## src/rtl/fetch_decode.sv

```systemverilog
// fetch_decode: front-end stage that fetches 32-bit instructions, holds the
// current one in IR, decodes it for the DEC/ALU/WR datapath and stalls on
// read-after-write hazards against the write-back shadow pipeline.
//
// Ports:
//   clk, reset              sole clock (rising edge), async active-high reset
//   imem_req/imem_addr      fetch request and address (address = pc)
//   imem_rdata/imem_valid   instruction return, accepted only while fetching
//   addr_a/addr_b           DEC-stage register read addresses (IR.ra / IR.rb)
//   imm, f                  sign-extended immediate and operand select (1 = imm)
//   f_alu                   f delayed one cycle for the ALU stage
//   addr_d/wr_regfile       write-back destination and enable
//   pc                      current fetch pc
//   halted                  HALT retired
//   illegal                 sticky flag, an unknown opcode was executed
module fetch_decode #(
    parameter int                LENGTH   = 32,
    parameter int                NREGS    = 32,
    parameter int                SEL_BITS = $clog2(NREGS),
    parameter logic [LENGTH-1:0] RESET_PC = {LENGTH{1'b0}}
) (
    input  logic                clk,
    input  logic                reset,
    output logic                imem_req,
    output logic [LENGTH-1:0]   imem_addr,
    input  logic [LENGTH-1:0]   imem_rdata,
    input  logic                imem_valid,
    output logic [SEL_BITS-1:0] addr_a,
    output logic [SEL_BITS-1:0] addr_b,
    output logic [LENGTH-1:0]   imm,
    output logic                f,
    output logic                f_alu,
    output logic [SEL_BITS-1:0] addr_d,
    output logic                wr_regfile,
    output logic [LENGTH-1:0]   pc,
    output logic                halted,
    output logic                illegal
);

    typedef enum logic [1:0] {
        S_FETCH  = 2'd0,
        S_DECODE = 2'd1,
        S_HALT   = 2'd2
    } state_t;

    localparam logic [5:0] OP_ADD  = 6'h00;
    localparam logic [5:0] OP_ADDI = 6'h01;
    localparam logic [5:0] OP_HALT = 6'h3E;
    localparam logic [5:0] OP_NOP  = 6'h3F;

    localparam logic [LENGTH-1:0] NOP_WORD = LENGTH'(32'hFC00_0000);
    localparam logic [LENGTH-1:0] PC_STEP  = LENGTH'(32'd4);

    state_t              state_q, state_d;
    logic [LENGTH-1:0]   ir_q, ir_d;
    logic [LENGTH-1:0]   pc_q, pc_d;
    logic                v_alu_q, v_alu_d;
    logic                v_wr_q, v_wr_d;
    logic [SEL_BITS-1:0] rd_alu_q, rd_alu_d;
    logic [SEL_BITS-1:0] rd_wr_q, rd_wr_d;
    logic                f_alu_q, f_alu_d;
    logic                illegal_q, illegal_d;

    logic [5:0]          op_s;
    logic [SEL_BITS-1:0] rd_s, ra_s, rb_s;
    logic [LENGTH-1:0]   imm_s;
    logic                is_add_s, is_addi_s, is_halt_s, is_illegal_s;
    logic                ra_busy_s, rb_busy_s, hazard_s;
    logic                issue_s;

    // Decode of the instruction register and RAW hazard detection.
    always_comb begin
        op_s         = ir_q[31:26];
        rd_s         = ir_q[21 +: SEL_BITS];
        ra_s         = ir_q[16 +: SEL_BITS];
        rb_s         = ir_q[11 +: SEL_BITS];
        imm_s        = {{(LENGTH-16){ir_q[15]}}, ir_q[15:0]};
        is_add_s     = 1'b0;
        is_addi_s    = 1'b0;
        is_halt_s    = 1'b0;
        is_illegal_s = 1'b0;
        case (op_s)
            OP_ADD:  is_add_s     = 1'b1;
            OP_ADDI: is_addi_s    = 1'b1;
            OP_HALT: is_halt_s    = 1'b1;
            OP_NOP:  is_illegal_s = 1'b0;
            default: is_illegal_s = 1'b1;
        endcase
        // A source is busy while its producer sits in the ALU or WR slot;
        // register 0 gets no special treatment.
        ra_busy_s = (v_alu_q && (rd_alu_q == ra_s)) || (v_wr_q && (rd_wr_q == ra_s));
        rb_busy_s = (v_alu_q && (rd_alu_q == rb_s)) || (v_wr_q && (rd_wr_q == rb_s));
        hazard_s  = ((is_add_s || is_addi_s) && ra_busy_s) || (is_add_s && rb_busy_s);
    end

    // Next-state logic for the fetch/decode FSM, pc, IR and shadow pipeline.
    always_comb begin
        state_d   = state_q;
        ir_d      = ir_q;
        pc_d      = pc_q;
        illegal_d = illegal_q;
        issue_s   = 1'b0;
        case (state_q)
            S_FETCH: begin
                if (imem_valid) begin
                    ir_d    = imem_rdata;
                    state_d = S_DECODE;
                end else begin
                    state_d = S_FETCH;
                end
            end
            S_DECODE: begin
                if (hazard_s) begin
                    state_d = S_DECODE;
                end else if (is_halt_s) begin
                    state_d = S_HALT;
                end else begin
                    issue_s   = 1'b1;
                    pc_d      = pc_q + PC_STEP;
                    state_d   = S_FETCH;
                    illegal_d = illegal_q | is_illegal_s;
                end
            end
            S_HALT: begin
                state_d = S_HALT;
            end
            default: begin
                state_d = S_FETCH;
            end
        endcase
        // Shadow pipeline advances every cycle so writes drain even when halted.
        v_alu_d  = issue_s && (is_add_s || is_addi_s);
        rd_alu_d = rd_s;
        v_wr_d   = v_alu_q;
        rd_wr_d  = rd_alu_q;
        f_alu_d  = is_addi_s;
    end

    // State and datapath-control registers.
    always_ff @(posedge clk or posedge reset) begin
        if (reset) begin
            state_q   <= S_FETCH;
            ir_q      <= NOP_WORD;
            pc_q      <= RESET_PC;
            v_alu_q   <= 1'b0;
            v_wr_q    <= 1'b0;
            rd_alu_q  <= {SEL_BITS{1'b0}};
            rd_wr_q   <= {SEL_BITS{1'b0}};
            f_alu_q   <= 1'b0;
            illegal_q <= 1'b0;
        end else begin
            state_q   <= state_d;
            ir_q      <= ir_d;
            pc_q      <= pc_d;
            v_alu_q   <= v_alu_d;
            v_wr_q    <= v_wr_d;
            rd_alu_q  <= rd_alu_d;
            rd_wr_q   <= rd_wr_d;
            f_alu_q   <= f_alu_d;
            illegal_q <= illegal_d;
        end
    end

    assign imem_req   = (state_q == S_FETCH);
    assign imem_addr  = pc_q;
    assign pc         = pc_q;
    assign addr_a     = ra_s;
    assign addr_b     = rb_s;
    assign imm        = imm_s;
    assign f          = is_addi_s;
    assign f_alu      = f_alu_q;
    assign addr_d     = rd_wr_q;
    assign wr_regfile = v_wr_q;
    assign halted     = (state_q == S_HALT);
    assign illegal    = illegal_q;

endmodule
```

## config.mk

```make
export PLATFORM = sky130hd
export DESIGN_NAME = fetch_decode
export DESIGN_NICKNAME = d
export VERILOG_FILES = /design/src/rtl/fetch_decode.sv
export SDC_FILE = /design/constraint.sdc
export NUM_CORES = 1
export LEC_CHECK = 0
export CAP_MARGIN = 20
export CORE_MARGIN = 1.5
export CORE_UTILIZATION = 45
export DETAILED_ROUTE_END_ITERATION = 7
export GPL_TIMING_DRIVEN = 0
export PLACE_DENSITY = 0.84
export SYNTH_ARGS = -nofsm -noshare
export SYNTH_HDL_FRONTEND = slang
export SYNTH_SLANG_ARGS = --single-unit
export TNS_END_PERCENT = 10
```

## constraint.sdc

```tcl
create_clock -name clk -period 6 [get_ports clk]
set_clock_uncertainty 0.1 [all_clocks]
set_input_delay 0.6 -clock clk [delete_from_list [all_inputs] [get_ports clk]]
set_output_delay 0.6 -clock clk [all_outputs]
set_load 0.1 [all_outputs]
```

==> metrics.cfg <==
[drt]
drtIter0Drc = 94
antenna_left = 0
drc = 0
num_vias = 2958
wl_mm = 8.89
viasPerCell = 4.78
dr.pass1.iters = 5
wl_per_cell_um = 14.4

[power]
irDropWorstVdd_mv = 0.257
power_density_nw_per_um2 = 399
power.total_mw = 2.31
leakage_nw = 2.47

[grt]
grt_pass1_vias = 2987
grt_antenna_before_repair = 0
globalRouteOverflowTotal = 0
grt_max_degree = 50
grt_pass1_wl_mm = 14.8
grt.total_usage = 0.196

[final_layout]
fin_cells = 619
mostFrequentLayoutCells = clkdlybuf4s50_1, buf_4, dfrtp_1, xnor2_1, mux2_2
design_area_sq_um = 5790
nets = 542
diodes = 0
areaGrowthSynthToFinish_pct = 46.4
layout-drive-gt1-share = 0.278
utilization = 0.670
layout_commonest_cell = clkdlybuf4s50_1

[clock_tree]
clk_pin_slew_ps = 90
cts_buffers = 9
cts_resized = 0
cts_setup_buffers = 0
htreeDepth = 3
cts_root_buf = clkbuf_8
cts_sinks = 78
cts-hold-fix-buffers = 0
clock_latency_ps = 350
cts.path.max_buffers = 2
cts_tree = done

[setup_path]
end_kind = primary output
crit_path_cell_trace = nor3_1, and3_1, clkdlybuf4s50_1
critPathKind = register to primary output
critPathMaxFanout = 4
cpPeakStageDelay_ps = 1160
cp.arrival_ps = 2570
startpoint_type = register
worstPathRequired_ps = 5300
crit_path_top_delay_cell = clkdlybuf4s50_1

[placed_design]
place_hpwl_mm = 6.87
dpl_cell_area_sq_um = 5600
place_ws_ps = 3120
dp_cells = 603
gp_congestion = 0.790
port_buffers = 147

[timing]
timing.fmax_ghz = 0.306
hold_viol_final = 0
tightestPinTransition_ps = 1010
slew_viol_final = 0
layout_setup_ws_ps = 2730
min_period_over_period = 0.545
holdWs_ps = 288
setup_violations = 0
fin_crit_ps = 3270
slew_headroom = 0.323
fin_setup_tns_ps = 0
rsz0062_at_grt = no

[floorplanning]
dieWidth_um = 96.8
pin_count = 152
dieArea_sq_um = 9360
die_h_um = 96.8
start_util = 0.458
num_rows = 34
core_area_sq_um = 8640

[min_path]
hp-class = register to register

[logic_synthesis]
synth_compound_area_frac = 0.00886
synth_top_family_by_area = buffers and inverters
synth-seq-cells = 78
yosysWarnings = 0
netlist_area_sq_um = 3960
synthAdderAreaFrac = 0.00316
seq_area_frac_synth = 0.495
synthCells = 344
yosys.area_share.simple = 0.130
avgSynthCellArea_sq_um = 11.5
muxShareOfSynthArea = 0.0940
async_flop_share = 1.00
yosys.cell_types.count = 32
ys.flop_type = dfrtp_1
synth_edf_count = 0
synth_xor_area_frac = 0.109

[run_status]
outcome = finished, final reports clean

[run]
cap_violations = 0

[layout make-up]
type,count,area [sq um]
fillers,700,2850
flip-flops and latches,78,1960
repair buffers,148,1500
multi-input cells,182,1380
plain buffers,85,621
well taps,108,135
clock buffers,9,124
clock inverters,7,62.6
inverters,2,10.0
[cells by family (layout without fill, tap and decap cells)]
logic type	after synthesis	in the layout
mux	33	33
xor+xnor	49	49
buf+inv	87	251
flops	78	78
simple gates	90	90
other cells	1	4
compound gates	5	5
fa+ha+maj	1	1
[registers in the layout, indices dropped and copies added (netlist names)]
signal	flops
addr_d	5
f_alu	1
illegal	1
imem_addr	30
ir_q	32
rd_alu_q	5
state_q	2
v_alu_q	1
wr_regfile	1
[critical path: cells and delay by family (launching register included)]
kind,cells,cell delay (ps)
buffers and inverters,1,1160
and+or+nand+nor,2,670
DFF,1,390
[power breakdown]
part           internal (mW)  switching (mW)  leakage (nW)
clock network          0.160           0.209        0.0931
registers              0.603          0.0909         0.968
logic                  0.353           0.896          1.41
total                   1.12            1.20          2.47
[metal layers]
metal / share of wire / global-route usage
met3: 0.050 / 0.0412
met5: 0 / 0
met1: 0.40 / 0.238
met4: 0.019 / 0.0836
met2: 0.53 / 0.338
[synthesized netlist by cell type, drive strengths merged, types with 2 or more instances]
library cell  count  area (sq um)
and2              4          25.0
and3             11          68.8
buf              79           598
clkbuf            6          22.5
dfrtp            72          1800
dfstp             6           158
inv               2          7.51
mux2             33           372
nand2            11          41.3
nand3            18          95.1
nand4            17           106
nor2              9          33.8
nor2b             3          18.8
nor3              6          30.0
nor4              4          25.0
nor4b             3          41.3
or2               2          12.5
xnor2            36           315
xor2             13           114
[worst paths after layout]
path | end | from | slack (ps) | depth (start not counted)
max reg2reg | imem_addr[9] | ir_q[31] | 3460 | 6
max | f | ir_q[27] | 2730 | 3
min reg2reg | rd_alu_q[4] | ir_q[25] | 290 | 0
min | rd_alu_q[4] | ir_q[25] | 290 | 0
max in group asynchronous | ir_q[29] | reset | 4690 | 3
min in group asynchronous | imem_addr[19] | reset | 500 | 2
(Power assumes the default switching activity.)
